### src/rtl/seven_seg_scan_ctrl_if.sv
// Display-side bundle for seven_seg_scan_ctrl: value/load/enable in, segments/anodes/frame pulse out.
// master drives the inputs (datapath side); slave is the scan controller.
interface seven_seg_scan_ctrl_if #(
    parameter int NUM_DIGITS = 4
);
    logic                    enableIn;
    logic [4*NUM_DIGITS-1:0] valueIn;
    logic                    loadIn;
    logic [6:0]              segOut;
    logic [NUM_DIGITS-1:0]   anodeOut;
    logic                    frameDoneOut;

    modport master (
        output enableIn, valueIn, loadIn,
        input  segOut, anodeOut, frameDoneOut
    );

    modport slave (
        input  enableIn, valueIn, loadIn,
        output segOut, anodeOut, frameDoneOut
    );
endinterface

### src/rtl/seven_seg_scan_ctrl.sv
// N-digit common-anode 7-segment scan controller with frame-synchronous double buffering.
// Optional feature macro: LEADING_ZERO_BLANK_EN (suppress leading zero digits above digit 0).
module seven_seg_scan_ctrl #(
    parameter int NUM_DIGITS = 4,
    parameter int SCAN_DIV   = 1000,
    parameter int BLANK_CYC  = 2
) (
    input  logic                 clk,
    input  logic                 rst,
    seven_seg_scan_ctrl_if.slave bus,
    output logic [1:0]           o_state
);
    localparam int IW      = (NUM_DIGITS > 1) ? $clog2(NUM_DIGITS) : 1;
    localparam int CNT_MAX = (SCAN_DIV > BLANK_CYC) ? SCAN_DIV : BLANK_CYC;
    localparam int CW      = (CNT_MAX > 1) ? $clog2(CNT_MAX) : 1;
    localparam int DW      = 4 * NUM_DIGITS;
    localparam logic [CW-1:0] SCAN_LAST  = CW'(SCAN_DIV - 1);
    localparam logic [CW-1:0] BLANK_LAST = CW'((BLANK_CYC > 0) ? BLANK_CYC - 1 : 0);
    localparam logic [IW-1:0] IDX_LAST   = IW'(NUM_DIGITS - 1);

    typedef enum logic [1:0] {S_IDLE, S_SHOW, S_BLANK} state_t;

    state_t          r_state, w_nxt_state;
    logic [IW-1:0]   r_idx, w_nxt_idx;
    logic [CW-1:0]   r_cnt, w_nxt_cnt;
    logic [DW-1:0]   r_disp, w_nxt_disp;
    logic [DW-1:0]   r_pend, w_nxt_pend;
    logic            r_pflag, w_nxt_pflag;
    logic [6:0]      r_seg, w_seg;
    logic [NUM_DIGITS-1:0] r_anode, w_anode;
    logic            r_fd;
    logic            w_wrap, w_start, w_lz;
    logic [3:0]      w_nib;

    function automatic logic [6:0] f_decode(input logic [3:0] n);
        case (n)
            4'h0: f_decode = 7'h40;  4'h1: f_decode = 7'h79;
            4'h2: f_decode = 7'h24;  4'h3: f_decode = 7'h30;
            4'h4: f_decode = 7'h19;  4'h5: f_decode = 7'h12;
            4'h6: f_decode = 7'h02;  4'h7: f_decode = 7'h78;
            4'h8: f_decode = 7'h00;  4'h9: f_decode = 7'h18;
            4'hA: f_decode = 7'h08;  4'hB: f_decode = 7'h03;
            4'hC: f_decode = 7'h46;  4'hD: f_decode = 7'h21;
            4'hE: f_decode = 7'h06;  default: f_decode = 7'h0E;
        endcase
    endfunction

    always_ff @(posedge clk or posedge rst) begin
        if (rst) begin
            r_state <= S_IDLE;
            r_idx   <= '0;
            r_cnt   <= '0;
            r_disp  <= '0;
            r_pend  <= '0;
            r_pflag <= 1'b0;
            r_seg   <= 7'h7F;
            r_anode <= '1;
            r_fd    <= 1'b0;
        end else begin
            r_state <= w_nxt_state;
            r_idx   <= w_nxt_idx;
            r_cnt   <= w_nxt_cnt;
            r_disp  <= w_nxt_disp;
            r_pend  <= w_nxt_pend;
            r_pflag <= w_nxt_pflag;
            r_seg   <= w_seg;
            r_anode <= w_anode;
            r_fd    <= w_wrap;
        end
    end

    always_comb begin
        w_nxt_state = r_state;
        w_nxt_idx   = r_idx;
        w_nxt_cnt   = r_cnt;
        w_wrap      = 1'b0;
        w_start     = 1'b0;
        case (r_state)
            S_IDLE: begin
                if (bus.enableIn) begin
                    w_nxt_state = S_SHOW;
                    w_nxt_idx   = '0;
                    w_nxt_cnt   = '0;
                    w_start     = 1'b1;
                end
            end
            S_SHOW, S_BLANK: begin
                if (!bus.enableIn) begin
                    w_nxt_state = S_IDLE;
                    w_nxt_idx   = '0;
                    w_nxt_cnt   = '0;
                end else if (r_state == S_SHOW && r_cnt != SCAN_LAST) begin
                    w_nxt_cnt = r_cnt + CW'(1);
                end else if (r_state == S_BLANK && r_cnt != BLANK_LAST) begin
                    w_nxt_cnt = r_cnt + CW'(1);
                end else if (r_state == S_SHOW && BLANK_CYC > 0) begin
                    w_nxt_state = S_BLANK;
                    w_nxt_cnt   = '0;
                end else begin
                    // End of this digit's last dwell: step to the next digit or wrap the frame.
                    w_nxt_state = S_SHOW;
                    w_nxt_cnt   = '0;
                    if (r_idx == IDX_LAST) begin
                        w_nxt_idx = '0;
                        w_wrap    = 1'b1;
                    end else begin
                        w_nxt_idx = r_idx + IW'(1);
                    end
                end
            end
            default: begin
                w_nxt_state = S_IDLE;
                w_nxt_idx   = '0;
                w_nxt_cnt   = '0;
            end
        endcase
    end

    // A load on a swap edge bypasses the pending buffer so it appears without a frame of delay.
    always_comb begin
        w_nxt_disp  = r_disp;
        w_nxt_pend  = r_pend;
        w_nxt_pflag = r_pflag;
        if (w_wrap || w_start) begin
            if (bus.loadIn)
                w_nxt_disp = bus.valueIn;
            else if (r_pflag)
                w_nxt_disp = r_pend;
            w_nxt_pflag = 1'b0;
        end else if (bus.loadIn) begin
            w_nxt_pend  = bus.valueIn;
            w_nxt_pflag = 1'b1;
        end
    end

    always_comb begin
        w_anode = '1;
        w_seg   = 7'h7F;
        w_nib   = w_nxt_disp[int'(w_nxt_idx)*4 +: 4];
`ifdef LEADING_ZERO_BLANK_EN
        w_lz = (w_nxt_idx != '0);
        for (int j = 0; j < NUM_DIGITS; j++) begin
            if (j >= int'(w_nxt_idx) && w_nxt_disp[j*4 +: 4] != 4'h0)
                w_lz = 1'b0;
        end
`else
        w_lz = 1'b0;
`endif
        if (w_nxt_state == S_SHOW && !w_lz) begin
            w_anode[w_nxt_idx] = 1'b0;
            w_seg              = f_decode(w_nib);
        end
    end

    assign bus.segOut       = r_seg;
    assign bus.anodeOut     = r_anode;
    assign bus.frameDoneOut = r_fd;
    assign o_state          = r_state;
endmodule

### src/flat_wrapper.sv
// flat-port wrapper written by rule: the top's interface ports become plain ports
module seven_seg_scan_ctrl_flat 
#(
    parameter int NUM_DIGITS = 4,
    parameter int SCAN_DIV   = 1000,
    parameter int BLANK_CYC  = 2
)
  (clk, rst, o_state, bus_enableIn, bus_valueIn, bus_loadIn, bus_segOut, bus_anodeOut, bus_frameDoneOut);
  seven_seg_scan_ctrl_if #(.NUM_DIGITS(NUM_DIGITS)) bus_i ();
  input  logic clk;
  input  logic rst;
  output logic [1:0] o_state;
  input wire logic [$bits(bus_i.enableIn)-1:0] bus_enableIn;
  input wire logic [$bits(bus_i.valueIn)-1:0] bus_valueIn;
  input wire logic [$bits(bus_i.loadIn)-1:0] bus_loadIn;
  output wire logic [$bits(bus_i.segOut)-1:0] bus_segOut;
  output wire logic [$bits(bus_i.anodeOut)-1:0] bus_anodeOut;
  output wire logic [$bits(bus_i.frameDoneOut)-1:0] bus_frameDoneOut;
  assign bus_i.enableIn = bus_enableIn;
  assign bus_i.valueIn = bus_valueIn;
  assign bus_i.loadIn = bus_loadIn;
  assign bus_segOut = bus_i.segOut;
  assign bus_anodeOut = bus_i.anodeOut;
  assign bus_frameDoneOut = bus_i.frameDoneOut;
  seven_seg_scan_ctrl #(.NUM_DIGITS(NUM_DIGITS), .SCAN_DIV(SCAN_DIV), .BLANK_CYC(BLANK_CYC)) u_core (.clk(clk), .rst(rst), .bus(bus_i), .o_state(o_state));
endmodule
### config.mk
export PLATFORM = sky130hd
export DESIGN_NAME = seven_seg_scan_ctrl_flat
export DESIGN_NICKNAME = d
export VERILOG_FILES = /design/src/rtl/seven_seg_scan_ctrl_if.sv /design/src/rtl/seven_seg_scan_ctrl.sv /design/src/flat_wrapper.sv
export SDC_FILE = /design/constraint.sdc
export NUM_CORES = 1
export LEC_CHECK = 0
export BUFFER_PORTS_ARGS = -buffer_cell sky130_fd_sc_hd__buf_2
export CELL_PAD_IN_SITES_DETAIL_PLACEMENT = 1
export CELL_PAD_IN_SITES_GLOBAL_PLACEMENT = 2
export CORE_MARGIN = 4
export CORE_UTILIZATION = 34
export DETAILED_ROUTE_END_ITERATION = 8
export PLACE_DENSITY = 0.74
export SKIP_LAST_GASP = 1
export SLEW_MARGIN = 10
export SYNTH_ARGS = -nofsm -noshare
export SYNTH_HDL_FRONTEND = slang
export SYNTH_SLANG_ARGS = --single-unit
export TNS_END_PERCENT = 5
### constraint.sdc
create_clock -name clk -period 3.6 [get_ports clk]
set_input_delay 0 -clock clk [delete_from_list [all_inputs] [get_ports clk]]
set_output_delay 0 -clock clk [all_outputs]
set_load 0.03 [all_outputs]
==> flow_results.org <==
** Power
- Net switching power figure :: around 1.4 mW
- Overall power consumption after layout is estimated at between 3 and 4 mW.
- Max IR drop VDD :: approximately 0.00026 V
- The share of total power dissipated in sequential elements is 0.293.
- Of the total power, the share spent switching nets is 0.393.
- Pwr per Cell Area :: 857 nW/um2
- Leak :: 1.81 nW
- Proportion of power drawn by the clock network :: 0.199
- The internal portion of the total power is 2.11 mW.
- Power share of the combinational group :: 0.507

** Logic synthesis
- Share of synthesized flip-flops with an asynchronous set or reset :: 1.00
- Synthesis inferred 59 register bits.
- After synthesis the cells add up to 3140 um2.
- After synthesis, the mean cell area works out to approximately 11 um2.
- Post-synth cell types :: 57
- Synthesis produced a netlist whose cell count is 298.
- Total of warnings raised by yosys :: 0
- Count of flip-flops with a built-in enable after synthesis :: 0
- When the netlist entered floorplanning its net count stood at 330.
- Of the synthesized area, sequential elements account for 0.474.
- Most used DFF post-synth :: dfrtp_1

** Drt
- First-pass iteration count of the detailed router :: 6
- Total Wirelength :: between 8 and 9 mm
- DR vias/cell :: 5.50
- Violation count after the first detailed-route iteration :: 118
- Summing over every cut layer, the via total after detailed routing is 2682.
- Number of nets with antenna violations after detailed routing :: 0
- Drc violations :: 0
- In the final routed layout, each cell accounts on average for 17.1 um.

** Global routing
- All-Layer GR Usage :: 0.165
- Number of global-route vias before repair :: 2856
- Entering global routing, the biggest net connects 41 pins.
- Antenna violations before repair :: 0
- GRT overflow :: 0
- The first global-routing pass estimated 14.5 mm of wire.

** Placement
- The wire-length estimate of the detail-placed layout is 6.07 mm.
- The number of placed instances, taps included, is around 450.
- Final Wtd Congestion :: approximately 0.80
- IO Port Bufs :: 33
- Setup Slack @ Placement :: between 0.004 and 0.005 ns
- After detailed placement, the total cell area comes to 3540 um2.

** Floorplan
- Starting Density :: 0.355
- Site row count :: 34
- The floorplan step defined a die boundary enclosing 10800 um2.
- Die span in x :: 104 um
- 34 I/O pins were placed.
- The floorplan step set the die height to between 100 and 150 um.
- Area of the core region :: 8850 um2

** Finish
- Post-route standard cell area excluding fillers :: 4050 um2
- Ratio of cells with drive above 1 in the final layout :: 0.329
- Number of cells in the finished layout apart from fillers :: 488
- The net count of the finished layout is ~410.
- Final standard cell utilization of the core :: 0.458
- The library cells used most frequently in the layout, excluding fill and tap cells, are 48 x dfrtp_1, 33 x buf_2, 26 x buf_4, 22 x nand2_1, 21 x inv_1.
- P&R area growth vs syn :: 28.9%
- Most common cell after layout, fill and taps aside :: dfrtp_1
- 0 antenna diodes ended up in the layout.

** CTS
- Clock transition at the registers of the reported paths :: ~0.07 ns
- Largest buffer count on any clock path :: 2
- Clock buffer count from CTS :: 9
- Number of clock sinks :: around 60
- The tree is rooted in a clkbuf_8.
- Number of H-tree branching levels :: 3
- CTS tree :: yes
- The clock reaches the later pin of the worst-skew pair after 0.33 ns.

** Worst hold path
- Worst Hold Path Cells :: 3
- The worst hold path belongs to the class input pin to flop.
- In this run the most critical hold path is launched from bus_enableIn.
- The worst hold path terminates at u_core.o_state[0]$_DFF_PP0_.

** STA
- Transition time of the tightest slew-check pin :: 0.749 ns
- Worst setup slack after layout :: 0.170 ns
- Count of endpoints failing hold in the final timing report :: 0
- Clock tree skew after final layout :: 0.0118 ns
- In the final timing run, aggregate negative setup slack is 0 ns.
- Finish-stage setup viols :: 0
- Minimum period implied by the final worst setup slack :: between 3 and 4 ns
- Final hold analysis gives a worst-case slack of 0.0820 ns.
- In this run the tightest slew margin relative to its limit is 0.499.
- Achievable frequency :: 0.292 GHz
- The number of pins exceeding their max-slew limit in the final report came to 0.
- Final critical-path share of the clock period :: 0.953

** Critical path
- Largest fanout on the critical path :: 6
- Across all register-to-register paths, the minimum setup slack is 0.17 ns.
- Critical register-to-register path endpoint :: u_core.bus.segOut[3]$_DFF_PP1_
- On the worst path, the slowest cell contributes a delay of 0.42 ns.
- Type of origin of the critical path :: flop
- STA puts the critical path data arrival time at approximately 3.7 ns.
- The worst setup path is captured at a flop.
- Cell type of the slowest stage on the worst timing path :: a222oi_1
- Critical Path, Cell by Cell :: inv_1 > ha_4 > and3b_2 > nand4_4 > a21o_4 > a222oi_1 > mux2i_1 > a211oi_2 > buf_4 > buf_4 > ha_1 > nor2_1 > a22oi_1 > a41o_1
- In this run the critical register-to-register path is launched from u_core.o_state[0]$_DFF_PP0_.
- STA puts the critical path data required time at 3.88 ns.
- The cell that appears most often on the critical path is buf_4.
- Worst setup path category :: flop to flop
- The number of cells on the worst reg-to-reg path is 14.

** Run status
- The flow ran to the end, and the final reports show no timing, DRC or antenna violations.

** Run
- Max-cap violations in this run came to 0.
-- power groups by stage --
stage	clock network (mW)	registers (mW)	logic [mW]
after global routing	0.747	1.05	1.93
after global placement	0	1.02	1.58
after detailed placement	0	1.03	1.62
after floorplan	0	1.12	1.04
after CTS	0.715	1.02	1.65
final	0.692	1.02	1.76
-- cells in the mapped netlist (4+ instances only) --
cell type	count	area, um2
dfrtp_1	48	1200
inv_1	22	82.6
nand2_1	22	82.6
o21ai_0	19	95.1
mux2_2	17	191
nor2_1	14	52.6
ha_1	12	150
a21oi_1	11	55.1
a22oi_1	11	82.6
dfstp_2	11	289
nand3_1	11	55.1
a222oi_1	6	60.1
a31oi_1	6	37.5
and3_1	6	37.5
clkbuf_1	6	22.5
nor3_1	5	25.0
a211oi_1	4	30.0
mux2i_1	4	40.0
nor2b_1	4	25.0
-- cell type report --
class	instances	area [um2]
multi-input cells	207	1590
well taps	108	135
inverters	22	82.6
clock buffers	12	155
fillers	1010	4800
repair buffers	76	531
flip-flops and latches	59	1490
clock inverters	4	72.6
-- state kept, by name, indices dropped and copies added (netlist names) --
register,count
u_core.r_pend,16
u_core.r_cnt,10
u_core.bus.frameDoneOut,1
u_core.bus.anodeOut,4
u_core.r_idx,2
u_core.o_state,2
u_core.r_disp,16
u_core.r_pflag,1
u_core.bus.segOut,7
-- kinds of logic after synthesis --
logic type / Yosys count / share of synthesized area
buffers and inverters: 32 / 0.0438
AND/OR/NAND/NOR: 84 / 0.145
XOR/XNOR: 2 / 0.00557
adder cells (fa/ha/maj): 12 / 0.0478
flip-flops: 59 / 0.474
AO/OA/AOI/OAI: 88 / 0.210
multiplexers: 21 / 0.0736
-- layer usage --
metal | wire, um | share of wire | up-vias | track usage
li1 | - | - | 1271 | -
met1 | 3940 | 0.47 | 1351 | 0.219
met2 | 4030 | 0.48 | 53 | 0.271
met3 | 269 | 0.032 | 7 | 0.0341
met4 | 89 | 0.011 | 0 | 0.0522
met5 | 0 | 0 | - | 0
-- how the worst max path moves through the flow --
| stage | from | end | slack, ns |
|---|---|---|---|
| 6_report | u_core.o_state[0]$_DFF_PP0_ | u_core.bus.segOut[3]$_DFF_PP1_ | 0.17 |
| 5_1_grt | u_core.o_state[0]$_DFF_PP0_ | u_core.bus.segOut[3]$_DFF_PP1_ | -0.02 |
| 2_1_floorplan | u_core.o_state[0]$_DFF_PP0_ | u_core.bus.segOut[3]$_DFF_PP1_ | 0.02 |
| 3_3_place_gp | u_core.o_state[0]$_DFF_PP0_ | u_core.bus.segOut[3]$_DFF_PP1_ | 0.17 |
| 3_5_place_dp | u_core.o_state[0]$_DFF_PP0_ | u_core.bus.segOut[3]$_DFF_PP1_ | 0.004 |
| 4_1_cts | u_core.o_state[0]$_DFF_PP0_ | u_core.bus.segOut[3]$_DFF_PP1_ | 0.002 |
-- worst max-delay path, delay by kind of cell, from the launching register on --
family	cells	cell delay [ns]
simple gates	3	0.53
mux	1	0.17
buf+inv	3	0.40
compound gates	5	1.31
flops	1	0.39
fa+ha+maj	2	0.57
-- timing repair --
item | in CTS | in global routing
pin swaps | 3 | 6
hold buffers | 17 | 0
buffers inserted | 0 | 6
gates resized for setup | 4 | 7
hold endpoints to repair | 45 | 0
setup endpoints to repair | 1 | 7
gates cloned | 0 | 0
Note: power is estimated with default switching activity, not from simulation.
